### config.mk
export PLATFORM = sky130hd
export DESIGN_NAME = cpu_ctrl_fsm_flat
export DESIGN_NICKNAME = d
export VERILOG_FILES = /design/src/rtl/cpu_ctrl_fsm_if.sv /design/src/rtl/cpu_ctrl_fsm.sv /design/src/flat_wrapper.sv
export SDC_FILE = /design/constraint.sdc
export NUM_CORES = 1
export LEC_CHECK = 0
export CORE_ASPECT_RATIO = 0.6
export CORE_UTILIZATION = 45
export DETAILED_ROUTE_END_ITERATION = 6
export MAX_ROUTING_LAYER = met4
export PLACE_DENSITY = 0.76
export SLEW_MARGIN = 20
export SYNTH_ARGS = -nofsm -noshare
export SYNTH_HDL_FRONTEND = slang
export SYNTH_SLANG_ARGS = --single-unit
### constraint.sdc
create_clock -name clk -period 2.85 [get_ports clk]
set_clock_uncertainty 0.1 [all_clocks]
set_input_delay 0.4275 -clock clk [delete_from_list [all_inputs] [get_ports clk]]
set_output_delay 0.4275 -clock clk [all_outputs]
set_load 0.02 [all_outputs]
### src/rtl/cpu_ctrl_fsm_if.sv
// cpu_ctrl_fsm_if: decoder flags, branch result and memory handshake into the
// control sequencer, plus every datapath enable and select it drives.
interface cpu_ctrl_fsm_if #(parameter int CNT_W = 32);
    logic is_alu_reg, is_alu_imm, is_branch, is_jal, is_jalr;
    logic is_lui, is_auipc, is_load, is_store, is_system;
    logic br_taken, mem_ready;
    logic mem_req, mem_we, addr_sel, ir_we, mdr_we, pc_we;
    logic [1:0] pc_sel;
    logic alu_a_sel, alu_b_sel, rf_we;
    logic [1:0] wb_sel;
    logic halted, illegal;
    logic [CNT_W-1:0] instret;
    modport master (
        input  is_alu_reg, is_alu_imm, is_branch, is_jal, is_jalr,
               is_lui, is_auipc, is_load, is_store, is_system, br_taken, mem_ready,
        output mem_req, mem_we, addr_sel, ir_we, mdr_we, pc_we, pc_sel,
               alu_a_sel, alu_b_sel, rf_we, wb_sel, halted, illegal, instret
    );
    modport slave (
        output is_alu_reg, is_alu_imm, is_branch, is_jal, is_jalr,
               is_lui, is_auipc, is_load, is_store, is_system, br_taken, mem_ready,
        input  mem_req, mem_we, addr_sel, ir_we, mdr_we, pc_we, pc_sel,
               alu_a_sel, alu_b_sel, rf_we, wb_sel, halted, illegal, instret
    );
endinterface

### src/rtl/cpu_ctrl_fsm.sv
// cpu_ctrl_fsm: multi-cycle RV32I control sequencer with halt detection and
// retired-instruction counter.
module cpu_ctrl_fsm #(parameter int CNT_W = 32) (
    input logic clk,
    input logic rst,
    cpu_ctrl_fsm_if.master bus
);
    typedef enum logic [2:0] {FETCH, DECODE, EXECUTE, MEM, WB, HALT} state_t;
    state_t state, nxt;
    logic [9:0] f, p;
    logic sel_a, sel_b, ill;
    logic [CNT_W-1:0] cnt;
    // p keeps only the highest-priority flag so a malformed decoder still yields one class
    assign f = {bus.is_alu_reg, bus.is_alu_imm, bus.is_auipc, bus.is_lui, bus.is_jalr,
                bus.is_jal, bus.is_branch, bus.is_store, bus.is_load, bus.is_system};
    assign p = f & (~f + 10'd1);
    assign sel_a = p[7];
    assign sel_b = p[8] | p[1] | p[2] | p[5] | p[7];
    assign bus.illegal = ill;
    assign bus.instret = cnt;
    always_comb begin
        nxt = state;
        bus.mem_req = 1'b0;
        bus.mem_we = 1'b0;
        bus.addr_sel = 1'b0;
        bus.ir_we = 1'b0;
        bus.mdr_we = 1'b0;
        bus.pc_we = 1'b0;
        bus.pc_sel = 2'b00;
        bus.alu_a_sel = 1'b0;
        bus.alu_b_sel = 1'b0;
        bus.rf_we = 1'b0;
        bus.wb_sel = 2'b00;
        bus.halted = 1'b0;
        if (!rst)
            case (state)
                FETCH: begin
                    bus.mem_req = 1'b1;
                    bus.ir_we = bus.mem_ready;
                    nxt = bus.mem_ready ? DECODE : FETCH;
                end
                DECODE: nxt = (f == '0 || p[0]) ? HALT : EXECUTE;
                EXECUTE: begin
                    bus.alu_a_sel = sel_a;
                    bus.alu_b_sel = sel_b;
                    bus.pc_we = p[3];
                    bus.pc_sel = {1'b0, p[3] & bus.br_taken};
                    nxt = (p[1] | p[2]) ? MEM : p[3] ? FETCH : WB;
                end
                MEM: begin
                    bus.mem_req = 1'b1;
                    bus.addr_sel = 1'b1;
                    bus.mem_we = p[2];
                    bus.alu_a_sel = sel_a;
                    bus.alu_b_sel = sel_b;
                    bus.mdr_we = bus.mem_ready & p[1];
                    bus.pc_we = bus.mem_ready & ~p[1];
                    nxt = !bus.mem_ready ? MEM : p[1] ? WB : FETCH;
                end
                WB: begin
                    bus.rf_we = 1'b1;
                    bus.pc_we = 1'b1;
                    bus.wb_sel = p[1] ? 2'b01 : (p[4] | p[5]) ? 2'b10 : p[6] ? 2'b11 : 2'b00;
                    bus.pc_sel = p[4] ? 2'b01 : p[5] ? 2'b10 : 2'b00;
                    nxt = FETCH;
                end
                HALT: bus.halted = 1'b1;
                default: nxt = FETCH;
            endcase
    end
    // every retiring transition is exactly the one that updates the PC
    always_ff @(posedge clk or posedge rst) begin
        if (rst) begin
            state <= FETCH;
            ill <= 1'b0;
            cnt <= '0;
        end else begin
            state <= nxt;
            if (state == DECODE && f == '0) ill <= 1'b1;
            if (bus.pc_we) cnt <= cnt + CNT_W'(1);
        end
    end
endmodule

### src/flat_wrapper.sv
// flat-port wrapper written by rule: the top's interface ports become plain ports
module cpu_ctrl_fsm_flat 
#(parameter int CNT_W = 32)
  (clk, rst, bus_is_alu_reg, bus_is_alu_imm, bus_is_branch, bus_is_jal, bus_is_jalr, bus_is_lui, bus_is_auipc, bus_is_load, bus_is_store, bus_is_system, bus_br_taken, bus_mem_ready, bus_mem_req, bus_mem_we, bus_addr_sel, bus_ir_we, bus_mdr_we, bus_pc_we, bus_pc_sel, bus_alu_a_sel, bus_alu_b_sel, bus_rf_we, bus_wb_sel, bus_halted, bus_illegal, bus_instret);
  cpu_ctrl_fsm_if #(.CNT_W(CNT_W)) bus_i ();
  input logic clk;
  input logic rst;
  input wire logic [$bits(bus_i.is_alu_reg)-1:0] bus_is_alu_reg;
  input wire logic [$bits(bus_i.is_alu_imm)-1:0] bus_is_alu_imm;
  input wire logic [$bits(bus_i.is_branch)-1:0] bus_is_branch;
  input wire logic [$bits(bus_i.is_jal)-1:0] bus_is_jal;
  input wire logic [$bits(bus_i.is_jalr)-1:0] bus_is_jalr;
  input wire logic [$bits(bus_i.is_lui)-1:0] bus_is_lui;
  input wire logic [$bits(bus_i.is_auipc)-1:0] bus_is_auipc;
  input wire logic [$bits(bus_i.is_load)-1:0] bus_is_load;
  input wire logic [$bits(bus_i.is_store)-1:0] bus_is_store;
  input wire logic [$bits(bus_i.is_system)-1:0] bus_is_system;
  input wire logic [$bits(bus_i.br_taken)-1:0] bus_br_taken;
  input wire logic [$bits(bus_i.mem_ready)-1:0] bus_mem_ready;
  output wire logic [$bits(bus_i.mem_req)-1:0] bus_mem_req;
  output wire logic [$bits(bus_i.mem_we)-1:0] bus_mem_we;
  output wire logic [$bits(bus_i.addr_sel)-1:0] bus_addr_sel;
  output wire logic [$bits(bus_i.ir_we)-1:0] bus_ir_we;
  output wire logic [$bits(bus_i.mdr_we)-1:0] bus_mdr_we;
  output wire logic [$bits(bus_i.pc_we)-1:0] bus_pc_we;
  output wire logic [$bits(bus_i.pc_sel)-1:0] bus_pc_sel;
  output wire logic [$bits(bus_i.alu_a_sel)-1:0] bus_alu_a_sel;
  output wire logic [$bits(bus_i.alu_b_sel)-1:0] bus_alu_b_sel;
  output wire logic [$bits(bus_i.rf_we)-1:0] bus_rf_we;
  output wire logic [$bits(bus_i.wb_sel)-1:0] bus_wb_sel;
  output wire logic [$bits(bus_i.halted)-1:0] bus_halted;
  output wire logic [$bits(bus_i.illegal)-1:0] bus_illegal;
  output wire logic [$bits(bus_i.instret)-1:0] bus_instret;
  assign bus_i.is_alu_reg = bus_is_alu_reg;
  assign bus_i.is_alu_imm = bus_is_alu_imm;
  assign bus_i.is_branch = bus_is_branch;
  assign bus_i.is_jal = bus_is_jal;
  assign bus_i.is_jalr = bus_is_jalr;
  assign bus_i.is_lui = bus_is_lui;
  assign bus_i.is_auipc = bus_is_auipc;
  assign bus_i.is_load = bus_is_load;
  assign bus_i.is_store = bus_is_store;
  assign bus_i.is_system = bus_is_system;
  assign bus_i.br_taken = bus_br_taken;
  assign bus_i.mem_ready = bus_mem_ready;
  assign bus_mem_req = bus_i.mem_req;
  assign bus_mem_we = bus_i.mem_we;
  assign bus_addr_sel = bus_i.addr_sel;
  assign bus_ir_we = bus_i.ir_we;
  assign bus_mdr_we = bus_i.mdr_we;
  assign bus_pc_we = bus_i.pc_we;
  assign bus_pc_sel = bus_i.pc_sel;
  assign bus_alu_a_sel = bus_i.alu_a_sel;
  assign bus_alu_b_sel = bus_i.alu_b_sel;
  assign bus_rf_we = bus_i.rf_we;
  assign bus_wb_sel = bus_i.wb_sel;
  assign bus_halted = bus_i.halted;
  assign bus_illegal = bus_i.illegal;
  assign bus_instret = bus_i.instret;
  cpu_ctrl_fsm #(.CNT_W(CNT_W)) u_core (.clk(clk), .rst(rst), .bus(bus_i));
endmodule
Word level (Yosys, flattened, before mapping)
Cells that the tools add are included.

$add $sub $neg: 2. Multipliers: 0. Div/mod/pow operators: 0. Order comparisons: 0. Equality and inequality tests: 5. Shifts and indexed selects: 0. Muxes and demuxes: 36. Bitwise logic cells: 14. Reductions and logical operators: 7.

Operators with widths (count): $add 32x1->32 const B (1); $mux 1 (20); $mux 2 (8); $mux 3 (5); $pmux 3 s5 (1); $logic_not 10->1 (1); $add 9x1->9 const B (1); $and 9x9->9 (1); $not 9->9 (1); $eq 3x2->1 const B (2); $eq 3x3->1 const B (2); $or 1x1->1 (6); $pmux 2 s2 (1); $reduce_or 2->1 (2); $and 1x1->1 (3); $eq 3x1->1 const B (1); $logic_not 3->1 (1); $not 1->1 (3); $pmux 1 s3 (1); $reduce_and 2->1 (1); $logic_and 1x1->1 (1); $logic_or 1x1->1 (1).

Flip-flop bits (word level): 36. Bits in latches: 0. Memory bits (writable): 0. Memory bits (read-only): 0. Bits of input ports: 14. Output and inout port bits: 47. Word-level logic and storage cells: 67. Memories: 0.

Longest topological paths before layout
Gate-level depths: netlist of run 1.

Depth after elaboration: 9. Gate-level depth with buffers: 11. Gate-level depth less buffers: 8.

Worst setup path before layout of run 1
OpenSTA, ideal clock, no wires.

Path type: input-to-output. From: input port rst. To: output port bus_pc_we. Arrival: 2.209 ns. Required time: 2.322 ns. Setup slack: 0.114 ns. Cell stages on the path: 9. Path buffers: 3. Path through: buf_2 -> inv_2 -> nand3_1 -> inv_2 -> o211ai_1 -> and2_1 -> buf_2 -> inv_2 -> buf_2.

Longest elaborated chain between the ends: 1.

RTL lines: from (decl) (line flat_wrapper.sv:7) `input logic rst;`; $mux 1 (line cpu_ctrl_fsm.sv:35) `if (!rst)`; to (decl) (line flat_wrapper.sv:25) `output wire logic [$bits(bus_i.pc_we)-1:0] bus_pc_we;`.

Every way passes these cells.

Final worst setup path of run 1
From: input port bus_is_load. To: output port bus_pc_sel[0].

Longest elaborated chain between the ends: 6. Elaborated cells between the ends (all ways): 7. Those cells by class: 1 x add/sub; 3 x mux; 3 x bitwise.

RTL lines: from (decl) (line flat_wrapper.sv:15) `input wire logic [$bits(bus_i.is_load)-1:0] bus_is_load;`; $not 9->9 (*) (line cpu_ctrl_fsm.sv:16) `assign p = f & (~f + 10'd1);`; $add 9x1->9 (*) (line cpu_ctrl_fsm.sv:16); $and 9x9->9 (*) (line cpu_ctrl_fsm.sv:16); $mux 2 / $and 1x1->1 (equally long branches) (line cpu_ctrl_fsm.sv:64, cpu_ctrl_fsm.sv:47); $pmux 2 s2 (*) (line cpu_ctrl_fsm.sv:36) `case (state)`; $mux 2 (*) (line cpu_ctrl_fsm.sv:35); to (decl) (line flat_wrapper.sv:26) `output wire logic [$bits(bus_i.pc_sel)-1:0] bus_pc_sel;`.

Every way passes the cells marked *; elsewhere a longest branch is shown, timed or not.

==> results of run 1 <==
through the flow:
step	setup TNS, ns	instance area, µm²
after global placement	-0.0237	2720
after global routing	-0.0744	2860
final	0	2860
after CTS	-0.0236	2840
after floorplan	0	1980
after detailed placement	-0.215	2720
worst max-delay path: stages:
cell and delay [ns]:
clkdlybuf4s50_1 0.51, nor4_2 0.40, nand4_1 0.13, a21oi_1 0.19, clkdlybuf4s50_1 0.63
final cells by class:
cell class                 instances  area (µm²)
multi-input combinational        158        1030
fill                             331        1310
tap                               60        75.1
inverter                           6        22.5
clock inverter                     1        30.0
timing repair buffer              73         703
sequential                        36         901
clock buffer                       7        96.3
power by group through the flow:
stage	Combinational (µW)	Sequential, µW	Clock [µW]
2_1_floorplan	245	610	0
3_5_place_dp	366	640	0
3_3_place_gp	360	637	0
4_1_cts	366	630	498
6_report	368	634	491
5_1_grt	403	642	522
state kept, by name, summed over array words and instances (netlist names):
name	flops
u_core.bus.instret	32
u_core.bus.illegal	1
u_core.state	3
cells in the mapped netlist, drive strengths merged (2+ instances only):
master | n | area (µm²)
nand3b | 2 | 15.0
nand3 | 14 | 70.1
nor2b | 2 | 12.5
or4b | 2 | 23.8
nand4 | 12 | 75.1
nor2 | 14 | 55.1
nor3b | 3 | 22.5
buf | 6 | 36.3
nand2 | 21 | 78.8
and3 | 7 | 43.8
nor3 | 12 | 71.3
nand2b | 4 | 25.0
nor4b | 2 | 17.5
o21ai | 4 | 20.0
dfrtp | 36 | 901
inv | 6 | 22.5
nor4 | 7 | 43.8
a21oi | 4 | 20.0
xnor2 | 21 | 184
xor2 | 12 | 105
repair_timing:
action                                 in CTS  in global routing
setup buffers                               0                  0
setup endpoints to repair                   5                  4
hold buffers                                0                  0
endpoints found under the hold margin       0                  0
gates cloned                                0                  0
resized for setup                           3                  6
worst paths after layout:
kind	slack [ns]	endpoint	depth (start not counted)
hold / removal	0.37	u_core.bus.instret[31]	1
setup reg to reg	0.53	u_core.bus.instret[31]	8
min in group asynchronous	0.71	u_core.bus.instret[4]	4
max in group asynchronous	1.61	u_core.state[0]	4
setup / recovery	0.03	bus_pc_sel[0]	5
hold reg to reg	0.37	u_core.bus.instret[31]	1
logic make-up (layout without fill, tap and decap cells):
kind of cell | count (synthesis) | after routing | synth area share
muxes | 2 | 2 | 0.0107
buffers and inverters | 13 | 87 | 0.0315
DFF | 36 | 36 | 0.454
AOI/OAI and AO/OA | 16 | 16 | 0.0536
adders and majority gates | 1 | 1 | 0.00631
xor gates and xnor gates | 33 | 33 | 0.146
and+or+nand+nor | 106 | 106 | 0.298
routing by layer:
layer  track usage  wire length (µm)  vias up
li1              -                 -      893
met1         0.370              2660      875
met2         0.310              2090       66
met3        0.0562               288        7
met4        0.0574                36        0
met5             -                 0        -
cells in the final DEF (no fill, tap or decap), types with 11 or more instances in the layout:
master,instances
clkdlybuf4s50_1,54
dfrtp_1,36
nand2_1,21
xnor2_1,21
nand3_1,14
nor2_1,13
buf_4,13
xor2_1,12
nand4_1,12
nor3_1,11
==> summary.md, run 1 <==
| Metric | Value |
|---|---|
| Syn_area_per_cell | 9.58 µm² |
| Internal power | 1030 µW |
| Hold WS | 0.367 ns |
| Final period utilization | 0.991 |
| Fin. max-slew vios | 0 |
| Worst Setup SP | bus_is_load |
| Worst setup EP type | primary output |
| Total CTS buffers | 5 |
| Routed vias | 1,841 |
| Die height | 53.4 µm |
| Initial antenna violation count | 0 |
| Syn Nets | 222 |
| Sequential share of the synthesized area | 0.454 |
| Layout cells sized above 1 | 0.107 |
| Latest clock arrival within the worst-skew pair | 0.29 ns |
| Sw Pwr | 461 µW |
| RR Startpoint | u_core.state[0] |
| Grt total ovfl | 0 |
| Netlist cell types | 41 |
| Setup WS pre-CTS | -0.135 ns |
| Comb power frac | 0.247 |
| Critical path class | primary input to primary output |
| Slew of the pin with the lowest slew margin | 0.467 ns |
| Drt pass-1 iters | 4 |
| Post-synth EDFFs | 0 |
| Max-cap viol count | 0 |
| Vias in the first global route | 1,609 |
| Worst rel slew slack | 0.689 |
| Starting Density | 0.476 |
| First-pass GRT wire length | 8.07 mm |
| Vias per Instance | 5.40 |
| Ports | 61 |
| Synth-to-layout area growth | 44.2% |
| Clock Path Buffers | 2 |
| Max frequency | 354 MHz |
| Routed Antenna Nets | 0 |
| DRC Markers | 0 |
| HP Class | flip-flop to flip-flop |
| VDD IR max | 0.000473 V |
| WP data required | 2.32 ns |
| CTS Sinks | 36 |
| Synthesized area | 1980 µm² |
| Pwr Total | 1490 µW |
| Critical Path Start Type | primary input |
| Final Util | 0.686 |
| TritonCTS clock tree | yes |
| Dpl cells | 333 |
| DIE AREA | 4690 µm² |
| Leakage | 0.00128 µW |
| Iter 0 DRT Violations | 83 |
| Pwr Density | 522 nW/µm² |
| Clk pwr share | 0.329 |
| Detail Placement HPWL | 3.76 mm |
| Reg clk slew, reported paths | 0.07 ns |
| RSZ-0062 raised after global routing | yes |
| GP Congestion | 0.898 |
| H-tree Lvls | 2 |
| Mapped Cells | 207 |
| Number of synthesis warnings | 0 |
| Die X-Extent | 87.7 µm |
| Ant diodes | 0 |
| Final #Nets | 295 |
| Wire per inst | 14.9 µm |
| Async set or reset register ratio after synthesis | 1.00 |
| Standard-cell rows | 18 |
| Core ar. | 4170 µm² |
| Final worst setup slack | 0.0266 ns |
| Final Hold Fails | 0 |
| Sequential share of power | 0.425 |
| Largest net degree at the start of global routing | 40 |
| Final Non-Filler Cells | 341 |
| Post-synth top flop | dfrtp_1 |
| Clk root buf | clkbuf_8 |
| Tmin final | 2.82 ns |
| Net Sw Frac | 0.309 |
| GRT Overall Usage | 0.241 |
| WL final | 5.08 mm |
| I/O Buffers | 60 |
| CP arrival | 2.30 ns |
| #FFs+latches synth | 36 |
| Hold Startpoint | u_core.bus.instret[31] |
| Status | completed |
| Worst-path fanout max | 4 |
| # setup viols final | 0 |
(Power assumes the default switching activity.)
==> inputs of run 2 (changes only) <==
- CORE_UTILIZATION: 45 -> 40
- PLACE_DENSITY: 0.76 -> 0.69
==> run 2 against run 1 <==
- clock power shrank 12%
- fmax increased by 1.6%
- critical path depth increased by 1
- combinational power increased by 13%
- cell count grew 1.5%
- register-to-register slack better by 0.05 ns
- critical path type unchanged
- largest cell class unchanged
- largest power group unchanged
==> summary.md, run 2 (same netlist as run 1, synthesis figures left out) <==
| Metric | Value |
|---|---|
| DRC Markers | 0 (unchanged) |
| Ant diodes | 0 (unchanged) |
| Most frequent cells in the layout | 54 x clkdlybuf4s50_1, 36 x dfrtp_1, 21 x nand2_1, 21 x xnor2_1, 15 x buf_4 |
| Clock Path Buffers | 2 (unchanged) |
| Final #Nets | 297 (+0.68%) |
| Leakage | 0.00128 µW (-0.11%) |
| Synth-to-layout area growth | 45.0% |
| Layout cells sized above 1 | 0.110 (+0.00278) |
| Drt pass-1 iters | 4 (unchanged) |
| Sw Pwr | 461 µW (about the same) |
| Final period utilization | 0.975 (-0.0155) |
| HP Class | flip-flop to flip-flop |
| Clk pwr share | 0.295 (-0.034) |
| Ports | 61 (unchanged) |
| RSZ-0062 raised after global routing | no |
| Initial antenna violation count | 0 (unchanged) |
| GP Congestion | 0.911 (+1.5%) |
| Die height | 56.5 µm (+5.8%) |
| Final Hold Fails | 0 (unchanged) |
| Final worst setup slack | 0.0708 ns (+0.0442 ns) |
| R2R setup slack | 0.58 ns (+0.05 ns) |
| CP arrival | 2.25 ns (-0.05 ns) |
| DIE AREA | 5250 µm² (+12%) |
| Critical path class | primary input to primary output |
| # setup viols final | 0 (unchanged) |
| Status | completed |
| Clk root buf | clkbuf_8 |
| First-pass GRT wire length | 8.22 mm (+1.8%) |
| Hold_buf cts | 0 (unchanged) |
| Setup WS pre-CTS | -0.0414 ns (+0.0937 ns) |
| CTS Sinks | 36 (unchanged) |
| Vias in the first global route | 1,637 (+1.7%) |
| Leading cell type in the layout, fill and taps excluded | clkdlybuf4s50_1 |
| Starting Density | 0.426 (-0.0504) |
| Slew of the pin with the lowest slew margin | 0.481 ns (+0.0140 ns) |
| Die X-Extent | 92.9 µm (+5.9%) |
| Pwr Density | 509 nW/µm² (-2.4%) |
| TritonCTS clock tree | yes |
| VDD IR max | 0.000321 V (-32%) |
| WP data required | 2.32 ns (about the same) |
| Worst rel slew slack | 0.679 (-0.00931) |
| Final Util | 0.617 (-0.0694) |
| Max-cap viol count | 0 (unchanged) |
| Worst-path fanout max | 3 (-1) |
| Tmin final | 2.78 ns (-0.0442 ns) |
| Sequential share of power | 0.419 (-0.006) |
| Comb power frac | 0.285 (+0.038) |
| Net Sw Frac | 0.315 (+0.00619) |
| H-tree Lvls | 2 (unchanged) |
| Grt total ovfl | 0 (unchanged) |
| Max reg flops | 32 (unchanged) |
| Max frequency | 360 MHz (+1.6%) |
| Wire per inst | 14.6 µm (-2.2%) |
| Iter 0 DRT Violations | 148 (+78%) |
| Reg clk slew, reported paths | 0.06 ns (about the same) |
| Vias per Instance | 5.25 (-2.8%) |
| WL final | 5.04 mm (-0.75%) |
| Fin. max-slew vios | 0 (unchanged) |
| Routed Antenna Nets | 0 (unchanged) |
| Internal power | 1000 µW (-2.8%) |
| Filler cells | 413 (+25%) |
| Standard-cell rows | 19 (+1) |
| Routed vias | 1,815 (-1.4%) |
| I/O Buffers | 60 (unchanged) |
| Latest clock arrival within the worst-skew pair | 0.28 ns (about the same) |
| Pwr Total | 1460 µW (-1.9%) |
| Worst setup EP type | primary output |
| GRT Overall Usage | 0.209 (-0.0327) |
| Total CTS buffers | 5 (unchanged) |
| Critical Path Start Type | primary input |
| Detail Placement HPWL | 3.72 mm (-1.2%) |
| Largest net degree at the start of global routing | 40 (unchanged) |
| Core ar. | 4660 µm² (+12%) |
[run 2: final cells by class]
type	count	area, µm²	share of cell area
sequential	36	901	0.313
clock inverter	2	35.0	0.0122
clock buffer	6	72.6	0.0252
multi-input combinational	158	1040	0.362
inverter	6	22.5	0.00783
timing repair buffer	75	724	0.252
tap	63	78.8	0.0274
[run 2: critical path, cell delays in order]
cell	delay [ns]
clkdlybuf4s50_1	0.45
buf_4	0.16
nor4_2	0.26
nand4_1	0.14
a21oi_1	0.19
clkdlybuf4s50_1	0.62
[run 2: worst paths after layout]
path | startpoint | end | cells after the start
max | bus_is_branch | bus_pc_sel[0] | 6
min | u_core.bus.illegal | u_core.bus.illegal | 1
max reg2reg | u_core.state[2] | u_core.bus.instret[31] | 6
min reg2reg | u_core.bus.illegal | u_core.bus.illegal | 1
max in group asynchronous | rst | u_core.bus.instret[10] | 4
min in group asynchronous | rst | u_core.bus.instret[6] | 4
[run 2: per-stage QoR]
stage / cell area (µm²) / instances / TNS [ns] / hold WS [ns]
finish: 2880 / 346 / 0 / 0.372
global route: 2880 / 346 / 0 / 0.388
CTS: 2850 / 346 / 0 / 0.381
detailed placement: 2740 / 338 / -0.103 / 0.360
global placement: 2740 / 338 / -0.0577 / 0.363
floorplan: 1980 / 207 / 0 / 0.478
[run 2: timing repair]
| item | 4_1_cts | 5_1_grt |
|---|---|---|
| endpoints found under the setup margin | 4 | 8 |
| buffers inserted | 0 | 0 |
| hold endpoints to repair | 0 | 0 |
| resized for setup | 3 | 6 |
| cloned | 0 | 0 |
[run 2: per-layer routing]
metal | track usage | vias to the layer above | wire (µm)
met2 | 0.245 | 65 | 1990
li1 | - | 888 | -
met5 | - | - | 0
met1 | 0.347 | 862 | 2690
met3 | 0.0556 | 0 | 366
met4 | 0.0308 | 0 | 0
[run 2: power groups by stage]
stage | clock, µW | combinational (µW) | sequential [µW]
after floorplan | 0 | 245 | 610
after global placement | 0 | 409 | 621
after detailed placement | 0 | 409 | 623
after CTS | 445 | 411 | 613
after global routing | 479 | 453 | 621
final | 433 | 417 | 614
==> inputs of run 3 (changes only) <==
- ABC_AREA: unset -> 1
- PLACE_DENSITY: 0.69 -> 0.66
- TNS_END_PERCENT: unset -> 30
==> run 3 against run 2 <==
- sequential power rose by 2%
- cell count up 60%
- count of clock-buffer cells in the layout is the same
- setup slack better by 0.046 ns
- synthesized area rose by 27%
- flip-flop and latch count unchanged
- fmax up 1.7%
- die area up 26%
- final area increased by 16%
- register-to-register slack about the same
- worst hold slack lost 0.0019 ns
- critical path type unchanged
- highest routed layer is now met4
==> summary.md, run 3 <==
| Metric | Value |
|---|---|
| Ports | 61 (unchanged) |
| Wire per inst | 13.2 µm (-9.7%) |
| Critical Path Start Type | primary input |
| I/O Buffers | 60 (unchanged) |
| RR Startpoint | u_core.state[1] |
| Die height | 63.4 µm (+12%) |
| Routed vias | 2,760 (+52%) |
| Total CTS buffers | 5 (unchanged) |
| Drt pass-1 iters | 5 (+1) |
| First-pass GRT wire length | 12.3 mm (+49%) |
| Ant diodes | 0 (unchanged) |
| CP arrival | 2.21 ns (-0.04 ns) |
| Slew of the pin with the lowest slew margin | 0.612 ns (+0.131 ns) |
| WL final | 7.27 mm (+44%) |
| Max reg flops | 32 (unchanged) |
| Count leader, synth | nand2_1 |
| H-tree Lvls | 2 (unchanged) |
| Grt total ovfl | 0 (unchanged) |
| Number of synthesis warnings | 0 (unchanged) |
| TritonCTS clock tree | yes |
| Worst rel slew slack | 0.589 (-0.0904) |
| Largest net degree at the start of global routing | 40 (unchanged) |
| Setup TNS | 0 ns (unchanged) |
| Mapped Cells | 406 (+96%) |
| Top cell by count, worst path | clkdlybuf4s50_1 |
| Standard-cell rows | 21 (+2) |
| Async set or reset register ratio after synthesis | 1.00 (unchanged) |
| Crit-path max cell delay | 0.62 ns (about the same) |
| Syn_area_per_cell | 6.19 µm² (-35%) |
| Compound-Gate Fraction of Synth Area | 0.0254 (-0.0283) |
| Worst Setup SP | bus_is_load |
| Routed Antenna Nets | 0 (unchanged) |
| Post-synth top cells | 196 x nand2_1, 63 x nor2_1, 36 x dfrtp_1, 30 x inv_1, 17 x nand3_1 |
| Final worst setup slack | 0.116 ns (+0.0456 ns) |
| Status | completed |
| VDD IR max | 0.000394 V (+23%) |
| Hold_buf cts | 0 (unchanged) |
| Synth-to-layout area growth | 32.1% |
| Multiplexer share of the synthesized area | 0 (-0.0107) |
| Detail Placement HPWL | 5.60 mm (+51%) |
| Reg clk slew, reported paths | 0.08 ns (+0.02 ns) |
| Share of the synthesized area in the top cell type | 0.358 (-0.0960) |
| Leakage | 0.00155 µW (+21%) |
| Cell accounting for the most synthesized area | dfrtp_1 |
| WP data required | 2.32 ns (about the same) |
| Starting Density | 0.433 (+0.00748) |
| Clock Path Buffers | 2 (unchanged) |
| Sequential share of the synthesized area | 0.358 (-0.0960) |
| XOR/XNOR share of the synthesized area | 0.0557 (-0.0900) |
| #FFs+latches synth | 36 (unchanged) |
| Worst-path fanout max | 4 (+1) |
| Synth area leaders | dfrtp_1 36%, nand2_1 29%, nor2_1 9.4% |
| Fin. max-slew vios | 0 (unchanged) |
| Max-cap viol count | 0 (unchanged) |
| Layout cells sized above 1 | 0.0507 (-0.0588) |
| Largest family of logic cells by synthesized area | simple AND/OR/NAND/NOR gates |
| Clk root buf | clkbuf_8 |
| Hold WS | 0.370 ns (-0.00189 ns) |
| CTS Sinks | 36 (unchanged) |
| Final period utilization | 0.959 (-0.0160) |
| Final Non-Filler Cells | 553 (+60%) |
| Latest clock arrival within the worst-skew pair | 0.30 ns (+0.02 ns) |
| # setup viols final | 0 (unchanged) |
| GP Congestion | 0.926 (+1.7%) |
| Final #Nets | 487 (+64%) |
| Synthesized area | 2510 µm² (+27%) |
| Iter 0 DRT Violations | 167 (+13%) |
| Adder-Cell Fraction of Synth Area | 0.00498 (-0.00133) |
| Vias in the first global route | 2,424 (+48%) |
| Vias per Instance | 4.99 (-4.9%) |
| Worst setup EP type | primary output |
| Crit-path cells | clkdlybuf4s50_1 -> nor2_1 -> nand2_1 -> inv_1 -> nand3_1 -> a21oi_1 -> clkdlybuf4s50_1 |
| Post-synthesis simple-gate area fraction | 0.487 (+0.189) |
| Setup bufs post-CTS | 0 (unchanged) |
| Hold Startpoint | u_core.bus.illegal |
| Final Hold Fails | 0 (unchanged) |
| DIE AREA | 6620 µm² (+26%) |
| Dpl cells | 545 (+61%) |
| Setup WS pre-CTS | 0.0640 ns (+0.105 ns) |
| Cell at the slowest stage of the critical path | clkdlybuf4s50_1 |
| Core ar. | 5810 µm² (+25%) |
| Syn Nets | 421 (+90%) |
| Initial antenna violation count | 0 (unchanged) |
| Critical path class | primary input to primary output |
| Leading cell type in the layout, fill and taps excluded | nand2_1 |
| RSZ-0062 raised after global routing | no |
| Most frequent cells in the layout | 196 x nand2_1, 63 x nor2_1, 58 x clkdlybuf4s50_1 |
| Netlist cell types | 25 (-39%) |
| DRC Markers | 0 (unchanged) |
| Pwr Density | 478 nW/µm² (-6.2%) |
| Tmin final | 2.73 ns (-0.0456 ns) |
| Post-synth top flop | dfrtp_1 |
| GRT Overall Usage | 0.246 (+0.0379) |
| Post-synth EDFFs | 0 (unchanged) |
| Max frequency | 366 MHz (+1.7%) |
| HP Class | flip-flop to flip-flop |
| Die X-Extent | 104 µm (+12%) |
-- run 3: through the flow --
stage	cell area [µm²]	util	power (µW)
floorplan	2510	-	926
global placement	3210	0.553	1140
detailed placement	3210	0.553	1140
CTS	3320	0.571	1590
global route	3320	0.572	1680
finish	3320	0.572	1590
-- run 3: timing repair --
action | in CTS | in global routing
hold endpoints to repair | 0 | 0
endpoints found under the setup margin | 0 | 2
gates resized for setup | 0 | 2
-- run 3: kinds of logic after synthesis --
family / after synthesis
AOI/OAI and AO/OA: 12
buffers and inverters: 40
and+or+nand+nor: 301
xor gates and xnor gates: 16
DFF: 36
adders and majority gates: 1
-- run 3: path summary, 6_finish.rpt --
path | endpoint | slack (ns) | cells past startpoint
worst max register to register | u_core.bus.instret[5] | 0.59 | 9
worst max-delay path | bus_wb_sel[0] | 0.12 | 7
worst min-delay path | u_core.bus.illegal | 0.37 | 1
min in group asynchronous | u_core.bus.instret[9] | 0.53 | 3
max in group asynchronous | u_core.bus.instret[15] | 1.78 | 3
worst min register to register | u_core.bus.illegal | 0.37 | 1
-- run 3: critical path, delay by kind of cell --
kind | cells | cell delay [ns]
simple gates | 3 | 0.44
compound gates | 1 | 0.14
buf+inv | 3 | 1.20
-- run 3: layout make-up --
type	count	area, µm²
fill	565	2480
multi-input combinational	330	1440
sequential	36	901
timing repair buffer	66	651
inverter	33	124
tap	80	100
clock buffer	6	72.6
clock inverter	2	35.0
-- run 3: layer usage --
metal  GRT usage  wire (µm)  share of wire
met5           -          0              0
met4      0.0625         57         0.0078
met2       0.287       2630           0.36
met1       0.405       4050           0.56
met3      0.0476        532          0.073
-- run 3: power by group --
part | switching, µW | internal, µW
Clock | 193 | 260
Combinational | 309 | 199
Sequential | 63.7 | 562
